**src/rtl/alu_pkg.sv**
```systemverilog
// Shared definitions for the ALU issue path: flag indices, trapping-op
// decode constants, request record and issue FSM state encoding.
package alu_pkg;

    localparam int unsigned FLAG_OVF  = 0;
    localparam int unsigned FLAG_NEG  = 1;
    localparam int unsigned FLAG_ZERO = 2;

    localparam logic [5:0] OP_RTYPE = 6'h00;
    localparam logic [5:0] OP_ADDI  = 6'h08;
    localparam logic [5:0] FN_ADD   = 6'h20;
    localparam logic [5:0] FN_SUB   = 6'h22;

    typedef enum logic [1:0] {
        IDLE,
        EXEC,
        HOLD,
        DRAIN
    } issue_state_e;

    typedef struct packed {
        logic [31:0] instr;
        logic [31:0] a;
        logic [31:0] b;
    } alu_req_t;

    // Only the signed add/sub forms raise an overflow trap; the unsigned
    // variants (addu/addiu/subu) report the flag but never trap.
    function automatic logic is_trap_op(input logic [31:0] instr);
        logic [5:0] op;
        logic [5:0] fn;
        op = instr[31:26];
        fn = instr[5:0];
        return ((op == OP_RTYPE) && ((fn == FN_ADD) || (fn == FN_SUB))) ||
               (op == OP_ADDI);
    endfunction

endpackage

```
**src/rtl/alu_req_fifo.sv**
```systemverilog
// Request FIFO holding {instruction, reg_A, reg_B} records for the issue unit.
// Caller guarantees push only when !full and pop only when !empty.
module alu_req_fifo
    import alu_pkg::*;
#(
    parameter int unsigned DEPTH = 4
) (
    input  logic     clk,
    input  logic     rst,
    input  logic     push,
    input  logic     pop,
    input  alu_req_t wdata,
    output alu_req_t rdata,
    output logic     full,
    output logic     empty
);

    localparam int unsigned PTR_W = $clog2(DEPTH);
    localparam logic [PTR_W:0] FULL_CNT = (PTR_W + 1)'(DEPTH);

    alu_req_t         mem_q [DEPTH];
    alu_req_t         mem_d [DEPTH];
    logic [PTR_W-1:0] wr_ptr_q, wr_ptr_d;
    logic [PTR_W-1:0] rd_ptr_q, rd_ptr_d;
    logic [PTR_W:0]   count_q, count_d;

    // Next-state for storage, pointers (wrap mod DEPTH) and occupancy
    always_comb begin
        mem_d    = mem_q;
        wr_ptr_d = wr_ptr_q;
        rd_ptr_d = rd_ptr_q;
        count_d  = count_q;
        if (push) begin
            mem_d[wr_ptr_q] = wdata;
            wr_ptr_d        = wr_ptr_q + PTR_W'(1);
        end
        if (pop) begin
            rd_ptr_d = rd_ptr_q + PTR_W'(1);
        end
        if (push && !pop) begin
            count_d = count_q + (PTR_W + 1)'(1);
        end else if (pop && !push) begin
            count_d = count_q - (PTR_W + 1)'(1);
        end
    end

    // State registers with synchronous reset
    always_ff @(posedge clk) begin
        if (rst) begin
            for (int unsigned i = 0; i < DEPTH; i++) begin
                mem_q[i] <= '0;
            end
            wr_ptr_q <= '0;
            rd_ptr_q <= '0;
            count_q  <= '0;
        end else begin
            mem_q    <= mem_d;
            wr_ptr_q <= wr_ptr_d;
            rd_ptr_q <= rd_ptr_d;
            count_q  <= count_d;
        end
    end

    assign rdata = mem_q[rd_ptr_q];
    assign full  = (count_q == FULL_CNT);
    assign empty = (count_q == '0);

endmodule

```
**src/rtl/alu_issue_unit.sv**
```systemverilog
// Initiator side of the ALU interface: buffers requests, presents the FIFO
// head to the combinational ALU, and registers result/flags with trap
// classification and saturating issue/trap counters.
module alu_issue_unit
    import alu_pkg::*;
#(
    parameter int unsigned DEPTH = 4,
    parameter int unsigned CNT_W = 16
) (
    input  logic             clk,
    input  logic             rst,
    input  logic             in_valid,
    output logic             in_ready,
    input  logic [31:0]      in_instr,
    input  logic [31:0]      in_a,
    input  logic [31:0]      in_b,
    output logic [31:0]      alu_instr,
    output logic [31:0]      alu_a,
    output logic [31:0]      alu_b,
    input  logic [31:0]      alu_result,
    input  logic [2:0]       alu_flags,
    output logic             out_valid,
    input  logic             out_ready,
    output logic [31:0]      out_instr,
    output logic [31:0]      out_result,
    output logic [2:0]       out_flags,
    output logic             out_trap,
    output logic             trap_seen,
    output logic [CNT_W-1:0] issue_cnt,
    output logic [CNT_W-1:0] trap_cnt
);

    alu_req_t     wreq;
    alu_req_t     head;
    logic         fifo_full, fifo_empty;
    logic         push, cap, trap_now;

    issue_state_e state_q, state_d;

    logic             out_valid_q, out_valid_d;
    logic [31:0]      out_instr_q, out_instr_d;
    logic [31:0]      out_result_q, out_result_d;
    logic [2:0]       out_flags_q, out_flags_d;
    logic             out_trap_q, out_trap_d;
    logic             trap_seen_q, trap_seen_d;
    logic [CNT_W-1:0] issue_cnt_q, issue_cnt_d;
    logic [CNT_W-1:0] trap_cnt_q, trap_cnt_d;

    assign in_ready = !fifo_full;
    assign push     = in_valid && !fifo_full;
    assign wreq     = '{instr: in_instr, a: in_a, b: in_b};

    alu_req_fifo #(
        .DEPTH (DEPTH)
    ) u_fifo (
        .clk   (clk),
        .rst   (rst),
        .push  (push),
        .pop   (cap),
        .wdata (wreq),
        .rdata (head),
        .full  (fifo_full),
        .empty (fifo_empty)
    );

    // Present FIFO head to the ALU, forced to zero when nothing is buffered
    always_comb begin
        alu_instr = '0;
        alu_a     = '0;
        alu_b     = '0;
        if (!fifo_empty) begin
            alu_instr = head.instr;
            alu_a     = head.a;
            alu_b     = head.b;
        end
    end

    // FSM state register
    always_ff @(posedge clk) begin
        if (rst) begin
            state_q <= IDLE;
        end else begin
            state_q <= state_d;
        end
    end

    // FSM next-state logic
    always_comb begin
        state_d = state_q;
        case (state_q)
            IDLE: begin
                if (!fifo_empty) state_d = EXEC;
            end
            EXEC: begin
                if (out_valid_q && !out_ready && !fifo_empty) state_d = HOLD;
                else if (fifo_empty && out_valid_q)           state_d = DRAIN;
                else if (fifo_empty)                          state_d = IDLE;
            end
            HOLD: begin
                if (out_ready) state_d = EXEC;
            end
            DRAIN: begin
                if (!fifo_empty)    state_d = EXEC;
                else if (out_ready) state_d = IDLE;
            end
            default: state_d = IDLE;
        endcase
    end

    // FSM output decode: capture whenever a head exists and the output slot frees
    always_comb begin
        cap      = !fifo_empty && (!out_valid_q || out_ready);
        trap_now = alu_flags[FLAG_OVF] && is_trap_op(alu_instr);
    end

    // Result register, sticky trap flag and saturating counters
    always_comb begin
        out_valid_d  = out_valid_q;
        out_instr_d  = out_instr_q;
        out_result_d = out_result_q;
        out_flags_d  = out_flags_q;
        out_trap_d   = out_trap_q;
        trap_seen_d  = trap_seen_q;
        issue_cnt_d  = issue_cnt_q;
        trap_cnt_d   = trap_cnt_q;
        if (cap) begin
            out_valid_d  = 1'b1;
            out_instr_d  = alu_instr;
            out_result_d = alu_result;
            out_flags_d  = alu_flags;
            out_trap_d   = trap_now;
            if (trap_now) trap_seen_d = 1'b1;
            if (issue_cnt_q != '1) issue_cnt_d = issue_cnt_q + CNT_W'(1);
            if (trap_now && (trap_cnt_q != '1)) trap_cnt_d = trap_cnt_q + CNT_W'(1);
        end else if (out_valid_q && out_ready) begin
            out_valid_d = 1'b0;
        end
    end

    // Output-side registers with synchronous reset
    always_ff @(posedge clk) begin
        if (rst) begin
            out_valid_q  <= 1'b0;
            out_instr_q  <= '0;
            out_result_q <= '0;
            out_flags_q  <= '0;
            out_trap_q   <= 1'b0;
            trap_seen_q  <= 1'b0;
            issue_cnt_q  <= '0;
            trap_cnt_q   <= '0;
        end else begin
            out_valid_q  <= out_valid_d;
            out_instr_q  <= out_instr_d;
            out_result_q <= out_result_d;
            out_flags_q  <= out_flags_d;
            out_trap_q   <= out_trap_d;
            trap_seen_q  <= trap_seen_d;
            issue_cnt_q  <= issue_cnt_d;
            trap_cnt_q   <= trap_cnt_d;
        end
    end

    assign out_valid  = out_valid_q;
    assign out_instr  = out_instr_q;
    assign out_result = out_result_q;
    assign out_flags  = out_flags_q;
    assign out_trap   = out_trap_q;
    assign trap_seen  = trap_seen_q;
    assign issue_cnt  = issue_cnt_q;
    assign trap_cnt   = trap_cnt_q;

endmodule

```
**config.mk**
```make
export PLATFORM = sky130hd
export DESIGN_NAME = alu_issue_unit
export DESIGN_NICKNAME = d
export VERILOG_FILES = /design/src/rtl/alu_pkg.sv /design/src/rtl/alu_req_fifo.sv /design/src/rtl/alu_issue_unit.sv
export SDC_FILE = /design/constraint.sdc
export NUM_CORES = 1
export LEC_CHECK = 0
export BUFFER_PORTS_ARGS = -buffer_cell sky130_fd_sc_hd__buf_2
export CORE_MARGIN = 4
export CORE_UTILIZATION = 35
export DETAILED_ROUTE_END_ITERATION = 16
export SLEW_MARGIN = 20
export SYNTH_ARGS = -nofsm -noshare
export SYNTH_HDL_FRONTEND = slang
export SYNTH_SLANG_ARGS = --single-unit
```
**constraint.sdc**
```tcl
create_clock -name clk -period 4.6 [get_ports clk]
set_input_delay 0.23 -clock clk [delete_from_list [all_inputs] [get_ports clk]]
set_output_delay 0.23 -clock clk [all_outputs]
set_load 0.02 [all_outputs]
```
# Word level (Yosys, flattened, before mapping)
# Index checks and enable logic that the tools add are counted.
[word_totals] mem_bits_ro=0 wordCells=77 regBits=493 latchBits=0 mem_count=0 output_inout_bits=199 in_bits=135 ram_bits=0
[op_classes] n_addsub=6 div=0 n_mux=13 mul=0 magnitude_cmp=3 shift=0 n_bitwise=2 eq_ne=6 n_reduce_logical=24
[op_table] cell="$bwmux W384" count=1
[op_table] cell="$mux W96" count=3
[op_table] cell="$bmux W96 S2" count=1
[op_table] cell="$demux W96 S2" count=1
[op_table] cell="$mux W32" count=3
[op_table] cell="$add A16 B1 Y16 const B" count=2
[op_table] cell="$ne A16 B16 Y1 const B" count=2
[op_table] cell="$eq A6 B6 Y1 const B" count=2
[op_table] cell="$logic_and A1 B1 Y1" count=9
[op_table] cell="$eq A6 B4 Y1 const B" count=1
[op_table] cell="$ge A3 B3 Y1 const B" count=2
[op_table] cell="$logic_not A6 Y1" count=1
[op_table] cell="$mux W3" count=2
[op_table] cell="$not A2 Y3" count=2
[op_table] cell="$reduce_and A2 Y1" count=3
[op_table] cell="$logic_not A1 Y1" count=5
[op_table] cell="$add A2 B1 Y2 const B" count=2
[op_table] cell="$reduce_bool A2 Y1" count=2
[op_table] cell="$add A3 B1 Y3 const B" count=1
[op_table] cell="$eq A3 B3 Y1 const B" count=1
[op_table] cell="$logic_not A3 Y1" count=1
[op_table] cell="$logic_or A1 B1 Y1" count=3
[op_table] cell="$lt A3 B1 Y1 const B" count=1
[op_table] cell="$sub A3 B1 Y3 const B" count=1
[op_table] cell="$mux W1" count=2

# Logic depth before layout (Yosys ltp)
# Gate-level depths: netlist of the first run.
[logic_depth] ltp_word=12 ltp_mapped=11 ltp_nobuf=9

# Hierarchy
# A second synthesis of the first run with hierarchy kept.
[hier_totals] hier_cells=2433 area_unflattened_um2=20618.5
[modules_own_cells] module="alu_req_fifo" cells_per_inst=1827 area_each_um2=15934.0 seq_area_each_um2=7827.5 instances=1
[modules_own_cells] module="alu_issue_unit" cells_per_inst=606 area_each_um2=4684.5 seq_area_each_um2=2042.0 instances=1

# Worst setup path before layout of the first run
# No wires, ideal clock.
[synth_timing] kind="register to register" start="register u_fifo.count_q[0]" end="register u_fifo.count_q[2]" period_less_slack_ps=2804 path_slack_ps=1796 arrival_ps=2733 path_stages_with_launch=12 required_time_ps=4530 path_buffers=2 setup_time_ps=70 cell_sequence="dfxtp_1 -> nor3_1 -> nor2b_1 -> buf_2 -> inv_2 -> clkbuf_1 -> ha_1 -> inv_1 -> fa_1 -> xor2_1 -> or3_1 -> a21oi_1"
[synth_via] elab_chain_len=6 elab_cells_between_ends=15 classes_between="2 x add/sub; 1 x eq/ne; 2 x mux; 10 x reduce/logical"
[synth_rtl] item="from (decl)" line="alu_req_fifo.sv:25" rtl="logic [PTR_W:0] count_q, count_d;"
[synth_rtl] item="from (signal assigned)" line="alu_req_fifo.sv:60" rtl="count_q <= count_d;"
[synth_rtl] item="parallel branches: the longest is 6 deep, another holds $sub A3 B1 Y3"
# Parallel ways; which one is timed is not known. The select of a mux whose other input is x is not followed.
# A chain may end at the register's enable or synchronous reset.

# Final worst setup path of the first run
[layout_timing] start="register u_fifo.rd_ptr_q[0]" end="output alu_instr[24]"
[layout_via] elab_chain_len=5
[layout_rtl] item="from (decl)" line="alu_req_fifo.sv:24" rtl="logic [PTR_W-1:0] rd_ptr_q, rd_ptr_d;"
[layout_rtl] item="from (signal assigned)" line="alu_req_fifo.sv:59" rtl="rd_ptr_q <= rd_ptr_d;"
[layout_rtl] item="$not A2 Y3 (implied by the code)" line="alu_req_fifo.sv:64" rtl="assign rdata = mem_q[rd_ptr_q];"
[layout_rtl] item="$bmux W96 S2" line="alu_req_fifo.sv:64"
[layout_rtl] item="$mux W96 (implied by the code) (2 in series)" line="alu_req_fifo.sv:64"
[layout_rtl] item="$mux W32" line="alu_issue_unit.sv:71" rtl="if (!fifo_empty) begin"
[layout_rtl] item="to (decl)" line="alu_issue_unit.sv:17" rtl="output logic [31:0] alu_instr,"
# Every way passes these cells. The select of a mux whose other input is x is not followed.

==> run metrics, run 1 <==
Setup crit end kind=primary output; Post-Route Skew=0.00977 ns; vias in the first global route=18400; antenna violations before repair=8; GRT met1 Usage=26.4%; Hold EP=trap_cnt[2]; met3 usage=4.24%; PostCTS Resize Cnt=0; post-synthesis sequential area ratio=48.4%; power share of the combinational group=26.8%; Core Area=57700 µm²; crit path from=u_fifo.rd_ptr_q[0]; unrepaired setup endpoints after global routing=no; ys flop type=dfxtp_1; clock latency on the worst-skew pair=0.59 ns; Final Max Slew Viols=0; post-CTS setup buffers=0; outcome=finished, final reports clean; H-Tree Depth=2; Synth warnings=0; DIE AREA=62200 µm²; reg2reg setup slack=1.56 ns; first-pass GRT wire length=103000 µm; P_sw=4.32 mW; initial DRC count=1205; most common cell after layout, fill and taps aside=nand2_1; Post-route DRC=0; final worst slack=1.14 ns; Reg power frac=39.1%; hold path depth=2; layer with the highest usage=met2; Synth-to-Final Area Change=26.1%; Reg2Reg Launch Point=u_fifo.rd_ptr_q[0]; Die W=249 µm; GRT overflow=0; clock share of power=34.1%; TritonCTS buffer count=53; DRT antenna net count=0; Post-synth EDFFs=0; final WL=65600 µm; r2r endpoint=trap_cnt[15]; Worst-path clk slew=0.06 ns; TritonCTS clock tree=built; Initial Util=35.3%; IO Port Bufs=333; global-route usage over all layers=20.3%; met2 global-route usage=34.4%; non-filler cells, final=3603; most frequent cells in the layout=nand2_1, dfxtp_1, a21oi_1, buf_2, dlygate4sd3_1; Tcrit/Tclk final=75.3%; largest net degree at the start of global routing=175; DP HPWL=39900 µm; Die Y=249 µm; syn_area_per_cell=8.37 µm²; layout cells sized above 1=19.8%; pre-CTS WS=1.55 ns; Worst Reg-to-Reg Cells=6; final core area utilization=44.6%; leak pwr=9.64 nW; Distinct cells, synth=45; Via-to-Cell Ratio=5.13; max-cap violation count=0; worst-case clock buffer depth=3; final layout net count=2933; Max VDD drop=0.287 mV; Sw Share=34.1%; vias=18500; Rel. slew slack=42.9%; Crit Path Category=flip-flop to primary output; drt pass-1 iters=5; Ports=334; Peak Freq=289 MHz; Clock Sinks=493; Worst Tran Pin Value=0.856 ns; hold crit path type=input pin to flip-flop; Cell Int Power=8.35 mW; flops & latches, synth=493; Min Clock Period, post-route=3.46 ns; Setup TNS Final=0 ns; worst-path fanout max=39; Setup Viol. Count Final=0; Worst EP arrival=3.23 ns; post-synthesis cell count=2437; GP Congestion=0.851; Startpoint Class=flip-flop; FFs w/ async S/R, synth=0%; Synth Net Count=2580; WL/cell=18.2 µm; min-delay src=rst; Power Dens Cells=493 nW/µm²; Rows=88; placed cells=3367; cts hold-fix bufs=132; worst endpoint required time=4.37 ns; Final Hold Fails=0; synthesized area=20400 µm²; Root Buffer=clkbuf_16
critical path: stages (launching register included):
cell,delay [ns]
dfxtp_4,0.77
buf_4,0.79
mux4_2,0.66
nor2b_1,0.17
buf_2,0.20
state kept, by name, summed over array words and instances (netlist names):
name / count
out_trap: 1
u_fifo.count_q: 3
trap_seen: 1
out_result: 32
trap_cnt: 16
u_fifo.rd_ptr_q: 2
out_valid: 1
issue_cnt: 16
out_instr: 32
out_flags: 3
u_fifo.mem_q: 384
u_fifo.wr_ptr_q: 2
per-layer routing:
layer,up-vias,wire length [µm]
met4,6,1200
met2,653,31900
met3,94,4990
met5,-,42
li1,8841,-
met1,8889,27500
stage by stage:
step / hold WS (ns) / cell area, µm² / power [mW]
final: 0.102 / 25700 / 12.7
after global placement: 0.438 / 22600 / 8.32
after CTS: 0.221 / 25700 / 12.8
after floorplan: 0.366 / 20400 / 7.23
after detailed placement: 0.443 / 22600 / 8.39
after global routing: 0.0958 / 25700 / 13.3
power by group through the flow:
stage	combinational [mW]	clock [mW]	sequential, mW
floorplan	2.17	0	5.06
global placement	3.28	0	5.03
detailed placement	3.33	0	5.05
CTS	3.43	4.43	4.96
global route	3.69	4.59	5.01
finish	3.39	4.32	4.96
how the worst max path moves through the flow:
stage	to	slack, ns	cells after the start
after global routing	alu_instr[24]	0.88	4
after floorplan	u_fifo.count_q[2]	1.80	11
after detailed placement	trap_cnt[15]	1.55	6
after CTS	alu_instr[24]	1.03	4
final	alu_instr[24]	1.14	4
after global placement	trap_cnt[8]	1.68	6
cells by family after synthesis:
group	share of synthesized area (%)
adders and majority gates	0.528
buffers and inverters	3.83
AOI/OAI and AO/OA	12.4
muxes	11.3
xor gates and xnor gates	0.644
DFF	48.4
and+or+nand+nor	22.9
cell type report:
cell class | instances | area, µm²
inverters | 7 | 26.3
diodes | 5 | 12.5
fillers | 5616 | 32000
flip-flops and latches | 493 | 9880
well taps | 765 | 957
clock inverters | 21 | 215
repair buffers | 492 | 3270
multi-input cells | 1743 | 9790
clock buffers | 77 | 1560
synthesized netlist by cell type, types with 2 or more instances:
cell | count | area (µm²)
a21oi_1 | 465 | 2330
nand4_1 | 5 | 31.3
nor4b_2 | 2 | 30.0
inv_1 | 6 | 22.5
or3_1 | 5 | 31.3
o31ai_1 | 4 | 30.0
and4_1 | 6 | 52.6
xor2_1 | 9 | 78.8
clkbuf_1 | 161 | 604
mux2i_1 | 4 | 40.0
o2111ai_1 | 4 | 35.0
nand3_1 | 10 | 50.1
nand2_1 | 916 | 3440
nor4_1 | 9 | 56.3
nand2b_1 | 3 | 18.8
o21ai_0 | 9 | 45.0
ha_1 | 7 | 87.6
buf_6 | 2 | 22.5
and2_1 | 9 | 56.3
nor2b_1 | 105 | 657
dfxtp_1 | 493 | 9870
mux2_1 | 9 | 101
nor4b_1 | 3 | 26.3
or4_1 | 4 | 30.0
o211ai_1 | 5 | 37.5
nor3_1 | 3 | 15.0
buf_1 | 23 | 86.3
mux4_2 | 96 | 2160
and3_1 | 2 | 12.5
o21ba_1 | 2 | 20.0
xnor2_1 | 6 | 52.6
o31a_1 | 2 | 17.5
buf_2 | 7 | 35.0
nor2_1 | 30 | 113
No activity file was read; power rests on OpenSTA's default activity.
==> run 2, diff against run 1 <==
- ABC_AREA: unset -> 1
- clock period: 4.6 -> 3.2 ns (I/O delays scaled with it)
==> run 2 against run 1 <==
Register-to-register slack got worse by 0.91 ns. Largest power group is now combinational logic. Clock power rose by 53%. Highest routed layer unchanged. Die area grew 2.5%. First-iteration DRC count up 27%. Combinational power is 140% higher. Worst hold slack gained 0.23 ns. Non-clock buffer count rose by 13. Final cell count increased by 11%. Critical path type unchanged. Via count up 12%. Count of clock-buffer cells in the layout increased by 8.
==> run metrics, run 2 <==
most frequent cell after synthesis=a21oi_1; GP Congestion=0.819 (-3.7%); Synth-to-Final Area Change=25.8%; DRT antenna net count=0 (unchanged); WL/cell=17.2 µm (-5.6%); synthesized area=20900 µm² (+2.6%); Die Y=252 µm (+1.2%); Power Dens Cells=846 nW/µm² (+72%); most common cell after layout, fill and taps aside=a21oi_1; DP HPWL=39100 µm (-2.0%); Reg power frac=33.2% (-5.9 points); Final Hold Fails=0 (unchanged); power share of the combinational group=37.0% (+10 points); H-Tree Depth=2 (unchanged); vias=20600 (+12%); Cell Int Power=13.3 mW (+59%); post-synthesis sequential area ratio=47.2% (-1.2 points); clock share of power=29.8% (-4.3 points); ys flop type=dfxtp_1; layout cells sized above 1=15.0% (-4.8 points); Core Area=59100 µm² (+2.5%); Die W=252 µm (+1.2%); Post-Route Skew=0.0187 ns (+0.00890 ns); Root Buffer=clkbuf_16; syn_area_per_cell=7.27 µm² (-13%); Crit Path Category=flip-flop to primary output; TritonCTS clock tree=built; Top reg by flops=u_fifo.mem_q; largest net degree at the start of global routing=157 (-10%); Distinct cells, synth=31 (-31%); antenna violations before repair=11 (+3); Synth warnings=0 (unchanged); Initial Util=35.4% (about the same); Clock Sinks=493 (unchanged); clock latency on the worst-skew pair=0.62 ns (+0.03 ns); final core area utilization=44.5% (-0.074 points); Tcrit/Tclk final=90.2%; global-route usage over all layers=20.8% (+0.54 points); Worst-path clk slew=0.06 ns (about the same); drt pass-1 iters=5 (unchanged); worst endpoint required time=3.04 ns (-1.33 ns); Post-synth EDFFs=0 (unchanged); Synth Net Count=3021 (+17%); post-CTS setup buffers=0 (unchanged); Min Clock Period, post-route=2.89 ns; Startpoint Class=flip-flop; Setup TNS Final=0 ns (unchanged); IO Port Bufs=333 (unchanged); total power=22.2 mW (+76%); Max VDD drop=0.516 mV (+80%); Worst EP arrival=2.73 ns (-0.50 ns); Ports=334 (unchanged); Synth top area share=47.2% (-1.2 points); Post-route DRC=0 (unchanged); post-route cell area=26300 µm² (+2.3%); post-synthesis cell count=2878 (+18%); Rel. slew slack=24.2% (-19 points); Area after DPL=23000 µm² (+2.0%); outcome=finished, final reports clean; Synth area leader=dfxtp_1; first-pass GRT wire length=109000 µm (+5.5%); vias in the first global route=19700 (+7.3%); FFs w/ async S/R, synth=0% (unchanged); Rows=89 (+1.1%); leak pwr=9.96 nW (+3.3%); cells taking the most area after synthesis=dfxtp_1, a21oi_1, o21ai_0; DIE AREA=63700 µm² (+2.5%); max-cap violation count=0 (unchanged); final layout net count=3332 (+14%); hold crit path type=input pin to flip-flop; Setup crit end kind=primary output; Setup Viol. Count Final=0 (unchanged); Sw Share=40.3% (+6.2 points); TritonCTS buffer count=56 (+5.7%); GRT overflow=0 (unchanged); Peak Freq=346 MHz; initial DRC count=1530 (+27%); Worst Tran Pin Value=1.14 ns (+0.281 ns); flops & latches, synth=493 (unchanged); Via-to-Cell Ratio=5.15 (+0.30%); max FFs per register=384 (unchanged); most instantiated cells after synthesis=a21oi_1, dfxtp_1, o21ai_0; P_sw=8.95 mW (+110%); Final Max Slew Viols=0 (unchanged); worst-case clock buffer depth=3 (unchanged); final WL=69000 µm (+5.1%); most frequent cells in the layout=a21oi_1, dfxtp_1, o21ai_0, nand2_1, buf_2; worst-path fanout max=148 (+280%); unrepaired setup endpoints after global routing=no
run 2: changes by cell type after synthesis, sizes merged, moves of 105 or more:
cell   delta
nand3   +240
inv     +203
a21oi   +226
o21ai   +412
nor2b   -105
nand2   -545
run 2: layout make-up:
| class | instances | area, µm² |
|---|---|---|
| diodes | 6 | 15.0 |
| clock buffers | 85 | 1700 |
| clock inverters | 17 | 215 |
| fillers | 6036 | 32800 |
| inverters | 211 | 808 |
| multi-input cells | 1922 | 9290 |
| flip-flops and latches | 493 | 9880 |
| well taps | 773 | 967 |
| repair buffers | 505 | 3430 |
run 2: cell families after synthesis:
kind of cell    synth area share (%)
flops                           47.2
fa+ha+maj                      0.514
simple gates                    16.0
buf+inv                         8.68
xor+xnor                       0.963
compound gates                  26.6
run 2: critical path: stages, from the launching register on:
cell and delay [ns]:
dfxtp_4 0.37, buf_12 0.50, buf_4 0.48, o21ai_0 0.13
a21oi_1 0.34, buf_2 0.24
run 2: per-stage QoR:
stage          hold slack [ns]  setup WS, ns  std cells
3_3_place_gp             0.411         0.853       3769
4_1_cts                  0.288         0.205       4006
5_1_grt                  0.345         0.138       4009
6_report                 0.335         0.313       4012
3_5_place_dp             0.415         0.790       3769
2_1_floorplan            0.325         0.932       2878
run 2: power by group through the flow:
stage                     clock network, mW  registers [mW]  logic, mW
final                                  6.62            7.39       8.23
after global routing                   7.03            7.49       9.01
after CTS                              6.81            7.39       8.24
after detailed placement                  0            7.52       8.08
after global placement                    0            7.50       8.03
after floorplan                           0            7.93       4.87
run 2: worst paths after layout:
kind,from,endpoint,slack [ns],cells after the start
worst max-delay path,u_fifo.rd_ptr_q[0],alu_b[15],0.31,5
worst min-delay path,alu_result[9],out_result[9],0.33,4
worst max register to register,u_fifo.count_q[0],u_fifo.mem_q[12],0.65,8
worst min register to register,u_fifo.mem_q[371],u_fifo.mem_q[371],0.45,2
run 2: repair_timing:
item,CTS,global route
resized for setup,0,1
hold buffers,135,0
setup endpoints to repair,0,2
hold endpoints to repair,422,0
run 2: metal layers:
layer	wire (µm)	part of all wire (%)	track usage (%)	vias up
met1	30300	44	27.0	9589
met3	4260	6.2	4.40	140
met5	61	0.088	0	-
met2	32100	47	34.6	571
met4	2270	3.3	6.88	10
li1	-	-	-	10300
==> run 3, diff against run 2 <==
==> constraint.sdc (replaced) <==
create_clock -name clk -period 3.2 [get_ports clk]
set_input_delay 0.64 -clock clk [delete_from_list [all_inputs] [get_ports clk]]
set_output_delay 0.64 -clock clk [all_outputs]
set_load 0.02 [all_outputs]
==> run 3 against run 2 <==
Global-route usage down 0.70 points. Worst hold slack worse by 0.050 ns. Count of clock-buffer cells in the layout down 6. Critical endpoint is now alu_b[22].
==> run metrics, run 3 (synthesis results as in run 2) <==
worst endpoint required time=2.56 ns (-0.48 ns); final WL=66900 µm (-3.1%); Rows=89 (unchanged); hold path depth=3 (-1); Synth-to-Final Area Change=20.1%; largest net degree at the start of global routing=177 (+13%); Setup TNS Final=0 ns (unchanged); DP HPWL=40400 µm (+3.1%); placed cells=3773 (+0.11%); Rel. slew slack=29.0% (+4.9 points); Die Y=252 µm (unchanged); final layout net count=3199 (-4.0%); GP Congestion=0.818 (about the same); Power Dens Cells=884 nW/µm² (+4.5%); WL/cell=17.2 µm (+0.18%); Peak Freq=336 MHz (-3.1%); Tcrit/Tclk final=93.1% (+2.9 points); Hold EP=out_result[17]; Core Area=59100 µm² (unchanged); total power=22.2 mW (-0.16%); H-Tree Depth=2 (unchanged); layout cells sized above 1=15.9% (+0.86 points); Clock Sinks=493 (unchanged); drt pass-1 iters=5 (unchanged); TritonCTS clock tree=built; Ports=334 (unchanged); DIE AREA=63700 µm² (unchanged); non-filler cells, final=3882 (-3.2%); Worst Tran Pin Value=1.06 ns (-0.0728 ns); r2r endpoint=trap_cnt[5]; most common cell after layout, fill and taps aside=a21oi_1; leak pwr=9.46 nW (-5.0%); Max VDD drop=0.460 mV (-11%); worst-path fanout max=45 (-70%); post-route cell area=25100 µm² (-4.5%); TritonCTS buffer count=54 (-3.6%); Post-route DRC=0 (unchanged); antenna violations before repair=14 (+3); Die W=252 µm (unchanged); Reg2Reg Launch Point=u_fifo.rd_ptr_q[1]; Worst Reg-to-Reg Cells=8 (unchanged); Worst EP arrival=2.34 ns (-0.39 ns); Final Hold Fails=0 (unchanged); outcome=finished, final reports clean; first-pass GRT wire length=105000 µm (-3.8%); Final Max Slew Viols=0 (unchanged); most frequent cells in the layout=a21oi_1, dfxtp_1, o21ai_0, nand2_1, buf_2; Initial Util=35.4% (unchanged); clock latency on the worst-skew pair=0.60 ns (-0.02 ns); Setup Viol. Count Final=0 (unchanged); max-cap violation count=0 (unchanged); Crit Path Category=flip-flop to primary output; unrepaired setup endpoints after global routing=no; IO Port Bufs=333 (unchanged); Area after DPL=23100 µm² (+0.51%); max FFs per register=384 (unchanged); post-CTS setup buffers=0 (unchanged); global-route usage over all layers=20.1% (-0.70 points); Startpoint Class=flip-flop; vias in the first global route=18200 (-7.8%); initial DRC count=1552 (+1.4%); hold crit path type=input pin to flip-flop; Via-to-Cell Ratio=5.15 (about the same); Post-Route Skew=0.0227 ns (+0.00398 ns); Setup crit end kind=primary output; Min Clock Period, post-route=2.98 ns (+0.0923 ns); worst-case clock buffer depth=3 (unchanged); reg2reg setup slack=0.84 ns (+0.19 ns); Root Buffer=clkbuf_16; Top reg by flops=u_fifo.mem_q; Worst-path clk slew=0.06 ns (about the same); GRT overflow=0 (unchanged); DRT antenna net count=0 (unchanged); vias=20000 (-3.2%); min-delay src=alu_result[17]
[run 3: critical path, stage by stage, from the launching register on]
cell	delay [ns]
dfxtp_4	0.36
inv_4	0.45
buf_4	0.43
a21oi_1	0.07
o21ai_0	0.11
a21oi_1	0.10
buf_2	0.17
[run 3: cell type report]
type                       instances  area [µm²]
sequential                       493        9880
tap                              773         967
multi-input combinational       1922        9290
clock buffer                      79        1630
timing repair buffer             374        2200
clock inverter                    23         343
inverter                         211         812
fill                            6158       34000
antenna                            7        17.5
[run 3: repair_timing]
| item | CTS | global route |
|---|---|---|
| endpoints found under the setup margin | 63 | 0 |
| gates resized for setup | 1 | 0 |
| hold buffers | 0 | 0 |
| hold endpoints to repair | 0 | 0 |
[run 3: worst max path at each step]
stage,from,endpoint
finish,u_fifo.rd_ptr_q[1],alu_b[22]
global route,u_fifo.rd_ptr_q[1],alu_b[29]
CTS,u_fifo.rd_ptr_q[0],alu_instr[29]
detailed placement,u_fifo.count_q[0],alu_a[16]
global placement,u_fifo.count_q[0],alu_a[31]
floorplan,out_ready,u_fifo.count_q[2]
[run 3: power by group]
group	internal (mW)	total (mW)	switching, mW
Clock	4.17	6.81	2.64
Sequential	7.02	7.40	0.375
Combinational	2.22	8.00	5.78
[run 3: per-stage QoR]
stage                     worst slack, ns  utilization, %  hold WS [ns]
after floorplan                     0.892               -         0.424
after global placement              0.618            39.1         0.434
after detailed placement            0.543            39.1         0.438
after CTS                           0.192            42.5         0.248
after global routing               0.0481            42.5         0.267
final                               0.221            42.5         0.285
[run 3: routing by layer]
layer	share of wire [%]	up-vias	GRT usage [%]	wire length, µm
li1	-	10100	-	-
met1	46	9244	28.5	30600
met2	46	570	31.6	30500
met3	6.5	106	3.87	4330
met4	2.1	14	5.07	1410
met5	0.13	-	0	84
